### config.mk
export PLATFORM = sky130hd
export DESIGN_NAME = load_align_unit
export DESIGN_NICKNAME = d
export VERILOG_FILES = /design/src/rtl/load_align_unit_pkg.sv /design/src/rtl/load_align_unit_extract.sv /design/src/rtl/load_align_unit.sv
export SDC_FILE = /design/constraint.sdc
export NUM_CORES = 1
export LEC_CHECK = 0
export ABC_AREA = 1
export CORE_ASPECT_RATIO = 1.5
export CORE_MARGIN = 2
export CORE_UTILIZATION = 52
export CTS_CLUSTER_SIZE = 24
export DETAILED_ROUTE_END_ITERATION = 8
export GPL_TIMING_DRIVEN = 1
export PLACE_DENSITY = 0.86
export SETUP_SLACK_MARGIN = 0.5
export SLEW_MARGIN = 20
export SYNTH_ARGS = -nofsm -noshare
export SYNTH_HDL_FRONTEND = slang
export SYNTH_SLANG_ARGS = --single-unit
### constraint.sdc
create_clock -name clk -period 2.5 [get_ports clk]
set_clock_uncertainty 0.15 [all_clocks]
set_input_delay 0.25 -clock clk [delete_from_list [all_inputs] [get_ports clk]]
set_output_delay 0.25 -clock clk [all_outputs]
set_load 0.02 [all_outputs]
### src/rtl/load_align_unit_pkg.sv
// Shared load op codes, FSM states and size/sign helpers for the load align unit.
package load_align_unit_pkg;

    typedef enum logic [2:0] {
        LD_FULL = 3'b000,
        LD_BU   = 3'b001,
        LD_B    = 3'b010,
        LD_HU   = 3'b011,
        LD_H    = 3'b100,
        LD_WU   = 3'b101,
        LD_W    = 3'b110
    } ld_op_e;

    typedef enum logic [2:0] {
        S_IDLE,
        S_REQ0,
        S_WAIT0,
        S_REQ1,
        S_WAIT1,
        S_RESP
    } state_e;

    // Word ops only exist on a 64-bit port; anything unknown collapses to a full-width load.
    function automatic ld_op_e normalize_op(input logic [2:0] op, input int unsigned dw);
        ld_op_e r;
        case (op)
            3'b001:  r = LD_BU;
            3'b010:  r = LD_B;
            3'b011:  r = LD_HU;
            3'b100:  r = LD_H;
            3'b101:  r = (dw == 64) ? LD_WU : LD_FULL;
            3'b110:  r = (dw == 64) ? LD_W : LD_FULL;
            default: r = LD_FULL;
        endcase
        return r;
    endfunction

    function automatic int unsigned op_bytes(input ld_op_e op, input int unsigned dw);
        int unsigned n;
        case (op)
            LD_BU, LD_B: n = 1;
            LD_HU, LD_H: n = 2;
            LD_WU, LD_W: n = 4;
            default:     n = dw / 8;
        endcase
        return n;
    endfunction

    function automatic logic op_signed(input ld_op_e op);
        return (op == LD_B) || (op == LD_H) || (op == LD_W);
    endfunction

endpackage

### src/rtl/load_align_unit_extract.sv
// Combinational merge: shifts the two-beat window down to the access offset and extends it.
module load_align_unit_extract
    import load_align_unit_pkg::*;
#(
    parameter int unsigned DW = 32,
    localparam int unsigned OFFW = $clog2(DW / 8)
) (
    input  logic [2*DW-1:0] window_i,
    input  logic [OFFW-1:0] off_i,
    input  ld_op_e          op_i,
    output logic [DW-1:0]   data_o
);

    logic [2*DW-1:0] shifted;
    logic            sign;
    int unsigned     nbytes;

    // Align the addressed bytes to bit 0, keep the access size, fill the rest with zero or sign.
    always_comb begin
        shifted = window_i >> {off_i, 3'b000};
        nbytes  = op_bytes(op_i, DW);
        case (op_i)
            LD_B:    sign = shifted[7];
            LD_H:    sign = shifted[15];
            LD_W:    sign = shifted[31];
            default: sign = 1'b0;
        endcase
        data_o = '0;
        for (int unsigned i = 0; i < DW / 8; i++) begin
            if (i < nbytes) begin
                data_o[i*8 +: 8] = shifted[i*8 +: 8];
            end else begin
                data_o[i*8 +: 8] = {8{sign}};
            end
        end
    end

endmodule

### src/rtl/load_align_unit.sv
// Load data path: one load at a time, one or two aligned memory beats, merged and extended.
module load_align_unit
    import load_align_unit_pkg::*;
#(
    parameter int unsigned DW          = 32,
    parameter int unsigned AW          = 32,
    parameter int unsigned MISALIGN_EN = 1
) (
    input  logic          clk,
    input  logic          reset,
    input  logic          req_valid,
    output logic          req_ready,
    input  logic [AW-1:0] req_addr,
    input  logic [2:0]    req_op,
    output logic          mem_req_valid,
    input  logic          mem_req_ready,
    output logic [AW-1:0] mem_addr,
    input  logic          mem_rsp_valid,
    input  logic [DW-1:0] mem_rdata,
    output logic          rsp_valid,
    input  logic          rsp_ready,
    output logic [DW-1:0] rsp_data,
    output logic          rsp_err
);

    localparam int unsigned NB   = DW / 8;
    localparam int unsigned OFFW = $clog2(NB);

    state_e          state_q, state_d;
    logic [AW-1:0]   addr_q, addr_d;
    ld_op_e          op_q, op_d;
    logic            cross_q, cross_d;
    logic [DW-1:0]   beat0_q, beat0_d;
    logic [DW-1:0]   data_q, data_d;
    logic            err_q, err_d;

    ld_op_e          req_op_n;
    logic            req_cross;
    logic [AW-1:0]   base_addr;
    logic [2*DW-1:0] window;
    logic [DW-1:0]   merged;

    assign req_op_n  = normalize_op(req_op, DW);
    assign req_cross = (32'(req_addr[OFFW-1:0]) + op_bytes(req_op_n, DW)) > NB;
    assign base_addr = {addr_q[AW-1:OFFW], {OFFW{1'b0}}};

    // Merge straight from the arriving beat so the result register loads on the last beat.
    assign window = (state_q == S_WAIT1) ? {mem_rdata, beat0_q} : {{DW{1'b0}}, mem_rdata};

    load_align_unit_extract #(.DW(DW)) u_extract (
        .window_i (window),
        .off_i    (addr_q[OFFW-1:0]),
        .op_i     (op_q),
        .data_o   (merged)
    );

    assign req_ready     = (state_q == S_IDLE);
    assign mem_req_valid = (state_q == S_REQ0) || (state_q == S_REQ1);
    assign mem_addr      = (state_q == S_REQ0) ? base_addr :
                           (state_q == S_REQ1) ? base_addr + AW'(NB) : '0;
    assign rsp_valid     = (state_q == S_RESP);
    assign rsp_data      = data_q;
    assign rsp_err       = err_q;

    // State and captured-load registers.
    always_ff @(posedge clk) begin
        if (reset) begin
            state_q <= S_IDLE;
            addr_q  <= '0;
            op_q    <= LD_FULL;
            cross_q <= 1'b0;
            beat0_q <= '0;
            data_q  <= '0;
            err_q   <= 1'b0;
        end else begin
            state_q <= state_d;
            addr_q  <= addr_d;
            op_q    <= op_d;
            cross_q <= cross_d;
            beat0_q <= beat0_d;
            data_q  <= data_d;
            err_q   <= err_d;
        end
    end

    // Next-state logic: request capture, beat sequencing and response hold.
    always_comb begin
        state_d = state_q;
        addr_d  = addr_q;
        op_d    = op_q;
        cross_d = cross_q;
        beat0_d = beat0_q;
        data_d  = data_q;
        err_d   = err_q;
        case (state_q)
            S_IDLE: begin
                if (req_valid) begin
                    addr_d  = req_addr;
                    op_d    = req_op_n;
                    cross_d = req_cross;
                    if (req_cross && (MISALIGN_EN == 0)) begin
                        data_d  = '0;
                        err_d   = 1'b1;
                        state_d = S_RESP;
                    end else begin
                        state_d = S_REQ0;
                    end
                end
            end
            S_REQ0: begin
                if (mem_req_ready) state_d = S_WAIT0;
            end
            S_WAIT0: begin
                if (mem_rsp_valid) begin
                    beat0_d = mem_rdata;
                    if (cross_q) begin
                        state_d = S_REQ1;
                    end else begin
                        data_d  = merged;
                        err_d   = 1'b0;
                        state_d = S_RESP;
                    end
                end
            end
            S_REQ1: begin
                if (mem_req_ready) state_d = S_WAIT1;
            end
            S_WAIT1: begin
                if (mem_rsp_valid) begin
                    data_d  = merged;
                    err_d   = 1'b0;
                    state_d = S_RESP;
                end
            end
            S_RESP: begin
                if (rsp_ready) begin
                    data_d  = '0;
                    err_d   = 1'b0;
                    state_d = S_IDLE;
                end
            end
            default: state_d = S_IDLE;
        endcase
    end

endmodule

==> results of run 1 <==
-- timing repair --
item	in CTS
pin swaps	39
cloned	3
endpoints found under the setup margin	96
setup buffers	25
gates resized for setup	291
-- kinds of logic after synthesis --
logic type                 Yosys count  share of synthesized area [%]
adders and majority gates            6                           1.26
AOI/OAI and AO/OA                  202                           18.7
DFF                                103                           31.4
muxes                                7                           1.07
xor gates and xnor gates             8                           1.07
buffers and inverters              172                           10.7
and+or+nand+nor                    543                           35.8
other                                1                         0.0570
-- metrics by stage --
stage / TNS, ps / util [%] / hold WS [ps] / setup WS, ps / std cells
detailed placement: -529 / 69.4 / 304 / -167 / 1350
global placement: -232 / 69.4 / 299 / -56.5 / 1350
CTS: 0 / 77.7 / 311 / 58.2 / 1394
floorplan: 0 / - / 248 / 429 / 1044
-- layer usage --
metal	GRT usage (%)	overflow
met1	67.8	0
met2	87.4	5
met3	48.5	0
met4	71.7	6
met5	8.33	0
==> impl_results.md, run 1 <==
* Post-synthesis average cell area at 6.31 um2
* DIE WIDTH at 95.8 um
* IO Count at 141
* Top cells by instance count after synthesis: 263 x nand2_1, 140 x nand3_1, 104 x inv_1, 103 x dfxtp_1, 87 x nor2_1
* Post-DP HPWL at 16.4 mm
* Yosys reg bits at roughly 100
* Die Ht at about 140 um
* Last worst endpoint in the global-route repair_timing: mem_addr[20]
* Post-synth EDFFs at 0
* Syn Inst Count at between 1000 and 1500
* Gp weighted congestion at 1.03
* Count leader, synth: nand2_1
* CTS sink cnt at 103
* Err: [ERROR GRT-0232] Routing congestion too high. Check the congestion heatmap in the GUI.
* Port Buffer Count at roughly 140
* Sequential share of the synthesized area at 31.4%
* Worst ep type: output port
* Largest area contributor in the netlist: dfxtp_1
* Outcome: stopped before the end
* Initial Utilization at 53.1%
* Hold_buf cts at 0
* Std-Cell Rows at 50
* Ranking of synthesized cells by area: dfxtp_1 31%, nand2_1 15%, nand3_1 11%
* Grt ovf at 11
* Largest net degree at the start of global routing at 71
* Gr usage total at 68.6%
* H-tree Lvls at 3
* FFs w/ async S/R, synth at 0%
* Yosys cell types at 43
* Synth top area share at 31.4%
* Exit stage: global routing (5_1_grt)
* CTS Buffer Depth at 2
* Total number of yosys warnings at 0
* Primary FF master, synth: dfxtp_1
* Cts bufs inserted at 9
* DP Area at 0.00859 mm2
* Post-Syn Area at around 0.0066 mm2
* Root buf cell: clkbuf_16
==> run 2, diff against run 1 <==
--- a/config.mk
+++ b/config.mk
@@ -6,14 +6,11 @@
 export NUM_CORES = 1
 export LEC_CHECK = 0
 export ABC_AREA = 1
-export CORE_ASPECT_RATIO = 1.5
 export CORE_MARGIN = 2
-export CORE_UTILIZATION = 52
-export CTS_CLUSTER_SIZE = 24
+export CORE_UTILIZATION = 40
 export DETAILED_ROUTE_END_ITERATION = 8
 export GPL_TIMING_DRIVEN = 1
-export PLACE_DENSITY = 0.86
-export SETUP_SLACK_MARGIN = 0.5
+export PLACE_DENSITY_LB_ADDON = 0.15
 export SLEW_MARGIN = 20
 export SYNTH_ARGS = -nofsm -noshare
 export SYNTH_HDL_FRONTEND = slang
==> run 2 against run 1 <==
Compared with the run above:
- synthesized cell count stayed put
- synthesized area stayed put
- the run now ends clean
==> impl_results.md, run 2 <==
* Final Non-Filler Cells at around 1400
* Post-synthesis average cell area at 6.31 um2 (unchanged)
* Tcrit/Tclk final at about 100%
* 1st-iter DRT viols at 772
* Top cells by instance count after synthesis: 263 x nand2_1, 140 x nand3_1, 104 x inv_1, 103 x dfxtp_1, 87 x nor2_1
* Layout Nets at 1292
* Post-Layout Inst Area at 0.00909 mm2
* CP Capture Type: output port
* Grt ovf at 0
* Cts bufs inserted at 9 (unchanged)
* Largest area contributor in the netlist: dfxtp_1
* Share of layout cells above drive strength 1 at between 10% and 20%
* Slew @ Worst Pin at approximately 840 ps
* Gr usage total at between 20% and 30%
* RSZ-0062 raised after global routing: yes
* M3 GR Usage at a little under 5%
* Critical path startpoint category: flop
* Antenna diode instance count at 0
* First-pass GRT wire length at 35.5 mm
* H-tree Lvls at 3 (unchanged)
* Largest family of logic cells by synthesized area: simple AND/OR/NAND/NOR gates
* Launch point of the worst hold path: reset
* HP Class: in -> reg
* Crit path from: addr_q[3]
* Reg2Reg Depth at 12
* Initial antenna violation count at 0
* CTS sink cnt at 103 (unchanged)
* Primary FF master, synth: dfxtp_1
* Min cycle time layout at 2500 ps
* Hold path depth at 2
* Critical R2R Capture: rsp_data[4]
* Critical path class: reg -> out
* Reg2reg setup slack at between 200 and 300 ps
* Die Ht at 132 um (-6.7%)
* Max_cap viols at 0
* XOR/XNOR Fraction of Synth Area at 1.07% (unchanged)
* Vias at 7676
* DIE WIDTH at 132 um (+38%)
* Total number of yosys warnings at 0 (unchanged)
* FFs w/ async S/R, synth at 0% (unchanged)
* Root buf cell: clkbuf_16
* Worst-path clk slew at 70 ps
* Via density at about 5.4
* Synth top area share at 31.4% (unchanged)
* Port Buffer Count at 137 (unchanged)
* Yosys reg bits at 103 (unchanged)
* Post-Syn Area at 0.00658 mm2 (unchanged)
* Multiplexer share of the synthesized area at 1.07% (unchanged)
* Gp weighted congestion at 0.920 (-11%)
* CTS tree: yes
* Wire length per cell at 15.8 um
* Fillcell total at 1620
* CP Data Arrival Time at 2100 ps
* Post-DP HPWL at 16.0 mm (-2.6%)
* Gr busiest metal: met2
* Simple-Gate Fraction of Synth Area at 35.8% (unchanged)
* Most frequent cells in the layout: 257 x nand2_1, 137 x nand3_1, 106 x clkdlybuf4s50_1
* Endpoints failing setup at 0
* Fmax at 400 MHz
* Fin. Hold Viols at 0
* Total Wirelength at 22.6 mm
* Count leader, synth: nand2_1
* Leakage power at ~3.7 nW
* Routed Antenna Nets at 0
* Ranking of synthesized cells by area: dfxtp_1 31%, nand2_1 15%, nand3_1 11%
* Post-place setup slack at -175 ps (-7.60 ps)
* Slew Viols, Final at 0
* Synth Area in Adders at 1.26% (unchanged)
* Endpoint, Worst Hold: addr_q[22]
* Global Route met2 Usage at 39.6%
* Die Footprint at 0.0175 mm2
* Yosys cell types at 43 (unchanged)
* First-pass iteration count of the detailed router at 7
* Critical Path RT at 2100 ps
* Area delta synth->final at 38.3%
* Sequential share of the synthesized area at 31.4% (unchanged)
* Number of global-route vias before repair at 7046
* Cells after DPL at 1408 (+4.3%)
* CTS Buffer Depth at 2 (unchanged)
* Commonest non-fill, non-tap cell in the layout: nand2_1
* CP max FO at 5
* Peak supply drop at 0.862 mV
* Core area at 0.0160 mm2
* Setup WS post-layout at 0.626 ps
* Fin util at 56.8%
* Initial Utilization at 41.1% (-12 points)
* Remaining DRCs at 0
* Pwr/cell area at 1050 mW/mm2
* Met1 GRT Util at 34.8%
* DP Area at 0.00855 mm2 (-0.54%)
* Post-synth EDFFs at 0 (unchanged)
* Largest net degree at the start of global routing at 64
* Std-Cell Rows at 46 (-8.0%)
* FF-to-FF Start: state_q[2]
* Syn Inst Count at 1042 (unchanged)
* Compound-gate portion of the synthesized area at 18.7% (unchanged)
* Outcome: complete, no violations
* IO Count at 141 (unchanged)
* Worst-Skew Late Latency at roughly 360 ps
* Slew margin rel. at 44.0%
run 2: cell counts after synthesis:
No cell type changed its count.
run 2: per-layer routing:
metal / vias up / part of all wire, % / wire length (um)
li1: 3827 / - / -
met4: 0 / 1.9 / 440
met3: 35 / 6.7 / 1510
met1: 3525 / 46 / 10400
met5: - / 0 / 0
met2: 289 / 46 / 10300
run 2: layout make-up:
class	instances	area, um2	share of cell area (%)
clock buffers	10	239	2.63
repair inverters	1	7.51	0.0826
repair buffers	217	1930	21.3
inverters	112	427	4.69
well taps	216	270	2.97
flip-flops and latches	103	2080	22.8
multi-input cells	769	4050	44.5
clock inverters	4	95.1	1.05
run 2: how the worst max path moves through the flow:
stage                        end  cells after the start
global route        mem_addr[29]                     10
CTS                 mem_addr[31]                      8
detailed placement  mem_addr[20]                     11
global placement    mem_addr[20]                     11
finish               mem_addr[8]                      7
floorplan            mem_addr[8]                      6
run 2: logic make-up (layout without fill, tap and decap cells):
kind of cell / Yosys count / after routing
DFF: 103 / 103
and+or+nand+nor: 543 / 543
xor gates and xnor gates: 8 / 8
buffers and inverters: 172 / 344
muxes: 7 / 7
adders and majority gates: 6 / 6
AOI/OAI and AO/OA: 202 / 202
other: 1 / 3
run 2: critical path, stage by stage, from the launching register on:
cell	delay (ps)
dfxtp_2	360
ha_4	150
nand3_4	80
buf_4	180
nor3_2	160
nor2_1	60
o32ai_1	350
dlygate4sd2_1	380
run 2: power breakdown:
part	internal [mW]	leakage (nW)	switching [mW]
combinational	2.05	2.73	3.47
clock	0.994	0.164	0.626
sequential	2.12	0.845	0.333
total	5.16	3.74	4.43
run 2: repair_timing:
| item | CTS | global route |
|---|---|---|
| pin swaps | 9 | 18 |
| hold buffers | 0 | 0 |
| setup buffers | 5 | 5 |
| gates cloned | 1 | 0 |
| setup endpoints to repair | 29 | 35 |
| gates resized for setup | 99 | 90 |
run 2: metrics by stage:
step | total power, mW | setup TNS, ps | hold WS (ps)
6_report | 9.59 | 0 | 217
5_1_grt | 10.2 | -295 | 221
4_1_cts | 9.49 | -49.8 | 208
3_5_place_dp | 7.79 | -652 | 305
3_3_place_gp | 7.77 | -287 | 299
2_1_floorplan | 5.85 | 0 | 248
Power figures use the tool's default switching activity.
==> run 3, diff against run 2 <==
--- a/config.mk
+++ b/config.mk
@@ -10,7 +10,7 @@
 export CORE_UTILIZATION = 40
 export DETAILED_ROUTE_END_ITERATION = 8
 export GPL_TIMING_DRIVEN = 1
-export PLACE_DENSITY_LB_ADDON = 0.15
+export PLACE_DENSITY = 0.65
 export SLEW_MARGIN = 20
 export SYNTH_ARGS = -nofsm -noshare
 export SYNTH_HDL_FRONTEND = slang
==> run 3 against run 2 <==
Compared with the run above:
- global-route usage is 0.39 points higher
- fmax rose by 3.2%
- sequential power barely moved
- non-clock buffer count grew 9
- count of clock-buffer cells in the layout up 1
- setup slack better by 77 ps
- sequential share of layout area about the same
- flip-flop and latch count unchanged
- critical path type unchanged
- largest cell class unchanged
==> impl_results.md, run 3 (synthesized netlist as in run 2, its figures left out) <==
* Outcome: complete, no violations
* Hold_buf cts at 0 (unchanged)
* Most frequent cells in the layout: 254 x nand2_1, 135 x nand3_1, 107 x clkdlybuf4s50_1
* Commonest non-fill, non-tap cell in the layout: nand2_1
* Worst path slowest cell: dfxtp_2
* HP Class: in -> reg
* Hold path depth at 2 (unchanged)
* Gr usage total at 25.4% (+0.39 points)
* Max_cap viols at 0 (unchanged)
* CP max FO at 3 (-2)
* Number of global-route vias before repair at 7069 (+0.33%)
* Layout Nets at 1300 (+0.62%)
* Slew @ Worst Pin at 848 ps (+7.98 ps)
* CTS Buffer Depth at 2 (unchanged)
* Family with the most delay on the worst path: simple AND/OR/NAND/NOR gates
* Slew margin rel. at 43.4% (-0.53 points)
* Worst Path Buf+Inv at 3 (+1)
* Critical path class: reg -> out
* Crit path cell chain: inv_2 -> buf_4 -> nor4_4 -> nand2_2 -> nor2_1 -> nand2_1 -> xor2_1 -> o21bai_1 -> buf_4
* Post-place setup slack at -205 ps (-30.4 ps)
* Gp weighted congestion at 0.903 (-1.9%)
* Largest net degree at the start of global routing at 54 (-16%)
* CTS sink cnt at 103 (unchanged)
* Worst-Skew Late Latency at 360 ps (about the same)
* Pwr/cell area at 1030 mW/mm2 (-2.4%)
* Leakage power at 3.79 nW (+1.4%)
* Wire length per cell at 15.6 um (-1.1%)
* Share of layout cells above drive strength 1 at 17.1% (+0.27 points)
* Die Footprint at 0.0175 mm2 (unchanged)
* Fmax at 413 MHz (+3.2%)
* Critical path startpoint category: flop
* Std-Cell Rows at 46 (unchanged)
* Fillcell total at 1625 (+0.31%)
* Endpoints failing setup at 0 (unchanged)
* Post-DP HPWL at 16.5 mm (+3.1%)
* Slew Viols, Final at 0 (unchanged)
* Initial antenna violation count at 1 (+1)
* Critical path's largest stage delay at 360 ps (-20 ps)
* Die Ht at 132 um (unchanged)
* 1st-iter DRT viols at 759 (-1.7%)
* Initial Utilization at 41.1% (unchanged)
* Fin. Hold Viols at 0 (unchanged)
* IO Count at 141 (unchanged)
* Tcrit/Tclk final at 96.9% (-3.1 points)
* Routed Antenna Nets at 0 (unchanged)
* Worst-path clk slew at 80 ps (about the same)
* Area delta synth->final at 38.6%
* Grt ovf at 0 (unchanged)
* First-pass GRT wire length at 35.9 mm (+1.2%)
* Min cycle time layout at 2420 ps (-77.4 ps)
* Crit path depth at 9 (+2)
* Root buf cell: clkbuf_16
* RSZ-0062 raised after global routing: yes
* H-tree Lvls at 3 (unchanged)
* Total Wirelength at 22.6 mm (-0.30%)
* Core area at 0.0160 mm2 (unchanged)
* Setup WS post-layout at 78.0 ps (+77.4 ps)
* TNS Setup at 0 ps (unchanged)
* DIE WIDTH at 132 um (unchanged)
* CP Capture Type: output port
* Via density at 5.35 (-0.21%)
* CTS tree: yes
* Peak supply drop at 0.597 mV (-31%)
* Multi-input combinational cell area at 0.00408 mm2 (+0.77%)
* Most frequent cell on the critical path: buf_4
* Reg2Reg Depth at 11 (-1)
* Cts bufs inserted at 9 (unchanged)
* Vias at 7719 (+0.56%)
* First-pass iteration count of the detailed router at 6 (-1)
* CP Data Arrival Time at 2020 ps (-80 ps)
* Remaining DRCs at 0 (unchanged)
* Port Buffer Count at 137 (unchanged)
* Register area at 0.00208 mm2 (+0.12%)
* Critical Path RT at 2100 ps (about the same)
run 3: cell types whose count changed in the layout (fill, tap and decap cells not counted), sizes merged, moves of 2 or more:
cell,previous run,this run
inv,109,111
clkinv,3,5
buf,95,108
clkbuf,22,15
dlygate4sd2,2,6
bufinv,3,0
run 3: path summary, 6_finish.rpt:
| kind | from | to | slack, ps |
|---|---|---|---|
| setup / recovery | addr_q[6] | mem_addr[30] | 80 |
| hold / removal | reset | addr_q[22] | 170 |
| setup reg to reg | state_q[1] | rsp_data[29] | 260 |
| hold reg to reg | beat0_q[27] | beat0_q[27] | 310 |
run 3: routing by layer:
layer	track usage [%]	wire, um	up-vias
li1	-	-	3849
met1	35.2	10600	3541
met2	40.2	10100	292
met3	5.00	1400	37
met4	6.93	458	0
met5	0	0	-
run 3: worst register-to-register path, cell delays in order (launching register included):
cell	delay [ps]
dfxtp_1	390
inv_2	150
nand2_2	90
nor2_2	200
buf_4	180
nand2_1	50
nand3_1	70
nand3_1	90
nand3_1	210
nand4_2	300
nand2_1	180
a21oi_2	60
run 3: repair_timing:
item | CTS | global route
pin swaps | 8 | 18
gates resized for setup | 101 | 75
endpoints found under the setup margin | 29 | 25
setup buffers | 2 | 1
run 3: final cells by class:
class	count	area share, %
Sequential cell	103	22.8
Multi-Input combinational cell	769	44.7
Antenna cell	1	0.0274
Timing Repair Buffer	226	21.7
Clock buffer	11	2.77
Clock inverter	5	0.343
Inverter	112	4.64
Tap cell	216	2.96
run 3: per-stage QoR:
stage | power, mW | instances | util [%] | hold WS (ps) | cell area (um2)
final | 9.38 | 1443 | 57.0 | 173 | 9120
after global routing | 10.0 | 1443 | 57.0 | 190 | 9120
after CTS | 9.30 | 1441 | 56.1 | 162 | 8980
after detailed placement | 7.89 | 1423 | 54.0 | 303 | 8650
after global placement | 7.86 | 1423 | 54.0 | 299 | 8650
after floorplan | 5.85 | 1044 | - | 248 | 6580
run 3: where the power goes:
group          switching (mW)  total [mW]  internal (mW)
combinational            3.49        5.56           2.07
sequential              0.314        2.43           2.12
clock                   0.663        1.39          0.730
total                    4.46        9.38           4.92
==> run 4, diff against run 3 <==
==> constraint.sdc (replaced) <==
create_clock -name clk -period 2.6 [get_ports clk]
set_clock_uncertainty 0.15 [all_clocks]
set_input_delay 0.26 -clock clk [delete_from_list [all_inputs] [get_ports clk]]
set_output_delay 0.26 -clock clk [all_outputs]
set_load 0.02 [all_outputs]
==> run 4 against run 3 <==
Compared with the run above:
- flip-flop and latch count did not move
- sequential power is 4% lower
- setup slack lost 21 ps
- critical endpoint is now mem_addr[17]
- global-route usage fell by 0.091 points
- first-iteration DRC count is 17% lower
- sequential share of layout area grew 0.44 points
- critical path depth increased by 2
==> impl_results.md, run 4 (synthesized netlist as in run 2, its figures left out) <==
* Hold_buf cts at 0 (unchanged)
* Fin util at 55.7% (-1.3 points)
* Final hold slack at 307 ps (+134 ps)
* Max_cap viols at 0 (unchanged)
* Slew @ Worst Pin at 848 ps (+0.718 ps)
* DIE WIDTH at 132 um (unchanged)
* Via density at 5.41 (+1.1%)
* Int Power at 4.88 mW (-0.77%)
* H-tree Lvls at 3 (unchanged)
* Cts bufs inserted at 9 (unchanged)
* Critical R2R Capture: rsp_data[2]
* Grt ovf at 0 (unchanged)
* Core area at 0.0160 mm2 (unchanged)
* Min cycle time layout at 2540 ps
* Register area at 0.00207 mm2 (-0.42%)
* Total Wirelength at 22.3 mm (-1.4%)
* Worst-Skew Late Latency at 350 ps (about the same)
* HP Class: in -> reg
* Reg2reg setup slack at 310 ps (+50 ps)
* Wire length per cell at 15.8 um (+0.79%)
* Hold path depth at 2 (unchanged)
* Endpoints failing setup at 0 (unchanged)
* Area delta synth->final at 35.4%
* Critical path startpoint category: flop
* IO Count at 141 (unchanged)
* Peak supply drop at 0.520 mV (-13%)
* Largest net degree at the start of global routing at 62 (+15%)
* Post-DP HPWL at 16.2 mm (-1.9%)
* Flop pwr share at 25.7% (-0.2 points)
* Die Ht at 132 um (unchanged)
* Worst-path clk slew at 70 ps (about the same)
* Critical Path RT at 2190 ps (+90 ps)
* CP Capture Type: output port
* Post-place setup slack at -71.7 ps (+134 ps)
* Leakage power at 3.69 nW (-2.8%)
* Post-layout power at 9.12 mW (-2.8%)
* Clock share of power at 17.5% (+2.7 points)
* Initial antenna violation count at 1 (unchanged)
* Port Buffer Count at 137 (unchanged)
* Vias at 7634 (-1.1%)
* FF-to-FF Start: state_q[1]
* TNS Setup at 0 ps (unchanged)
* 1st-iter DRT viols at 633 (-17%)
* Multi-input combinational cell area at 0.00403 mm2 (-1.0%)
* CTS Buffer Depth at 2 (unchanged)
* Fin. Hold Viols at 0 (unchanged)
* Critical path class: reg -> out
* Most frequent cells in the layout: 255 x nand2_1, 138 x nand3_1, 107 x clkdlybuf4s50_1
* Gr usage total at 25.3% (-0.091 points)
* Fillcell total at 1638 (+0.80%)
* Routed Antenna Nets at 0 (unchanged)
* CP Data Arrival Time at 2130 ps (+110 ps)
* CTS sink cnt at 103 (unchanged)
* Layout Nets at 1269 (-2.4%)
* Launch point of the worst hold path: reset
* Slew Viols, Final at 0 (unchanged)
* Net switching power at 4.24 mW (-5.0%)
* Initial Utilization at 41.1% (unchanged)
* Std-Cell Rows at 46 (unchanged)
* Power share of the combinational group at 56.8% (-2.4 points)
* Share of layout cells above drive strength 1 at 13.4% (-3.7 points)
* First-pass iteration count of the detailed router at 7 (+1)
* Setup WS post-layout at 56.8 ps (-21.3 ps)
* CTS tree: yes
* Gp weighted congestion at 0.929 (+2.9%)
* Remaining DRCs at 0 (unchanged)
* Endpoint, Worst Hold: addr_q[22]
* Fmax at 393 MHz
* Outcome: complete, no violations
* Commonest non-fill, non-tap cell in the layout: nand2_1
* Root buf cell: clkbuf_16
* Die Footprint at 0.0175 mm2 (unchanged)
* Reg2Reg Depth at 12 (+1)
* Sw Ratio at 46.5% (-1.1 points)
* Slew margin rel. at 43.4% (-0.048 points)
* First-pass GRT wire length at 36.0 mm (+0.17%)
* CP max FO at 4 (+1)
* Number of global-route vias before repair at 7155 (+1.2%)
* Tcrit/Tclk final at a little over nine tenths
* Pwr/cell area at 1020 mW/mm2 (-0.49%)
run 4: cell types whose count changed in the layout (fill, tap and decap cells not counted), moves of 4 or more:
cell and delta:
dlygate4sd2_1 +4, clkbuf_2 +7, buf_2 -7, dfxtp_2 -4, dfxtp_1 +5, buf_4 -36
run 4: layer usage:
layer	GRT usage, %	vias up	wire (um)
met2	39.7	290	10100
met5	0	-	0
met3	4.88	43	1440
met1	34.5	3511	10100
met4	9.32	0	616
li1	-	3790	-
run 4: stage by stage:
step	instances	instance area [um2]
after floorplan	1044	6580
after global placement	1392	8410
after detailed placement	1392	8410
after CTS	1410	8800
after global routing	1412	8910
final	1412	8910
run 4: what timing repair did:
item / CTS / global route
pin swaps: 5 / 4
resized for setup: 67 / 69
buffers inserted: 2 / 1
endpoints found under the setup margin: 29 / 24
run 4: final cells by class:
cell class / instances / share of cell area (%)
Inverter: 112 / 4.75
Antenna cell: 1 / 0.0281
Clock buffer: 11 / 2.73
Clock inverter: 5 / 1.17
Timing Repair Buffer: 195 / 19.8
Multi-Input combinational cell: 769 / 45.3
Sequential cell: 103 / 23.2
Tap cell: 216 / 3.03
run 4: how the worst max path moves through the flow:
| stage | cells after the start | end | start | slack [ps] |
|---|---|---|---|---|
| finish | 11 | mem_addr[17] | addr_q[2] | 60 |
| detailed placement | 11 | mem_addr[20] | addr_q[2] | -70 |
| CTS | 11 | mem_addr[22] | addr_q[2] | -80 |
| global placement | 11 | mem_addr[22] | addr_q[2] | -30 |
| global route | 10 | mem_addr[17] | addr_q[5] | -50 |
| floorplan | 6 | mem_addr[8] | state_q[0] | 290 |
run 4: worst max-delay path: stages, from the launching register on:
cell and delay (ps):
dfxtp_2 340, buf_4 110, nand3_1 100, nor2_2 170
nand3_2 110, inv_1 130, nand2_4 90, nor3_4 150
buf_4 140, a21oi_1 50, nor3_1 200, buf_2 200
run 4: power by group through the flow:
stage	clock (mW)	sequential [mW]	combinational (mW)
after floorplan	0	2.54	3.09
after global placement	0	2.34	5.09
after detailed placement	0	2.34	5.11
after CTS	1.63	2.32	5.10
after global routing	1.68	2.40	5.69
final	1.60	2.34	5.18
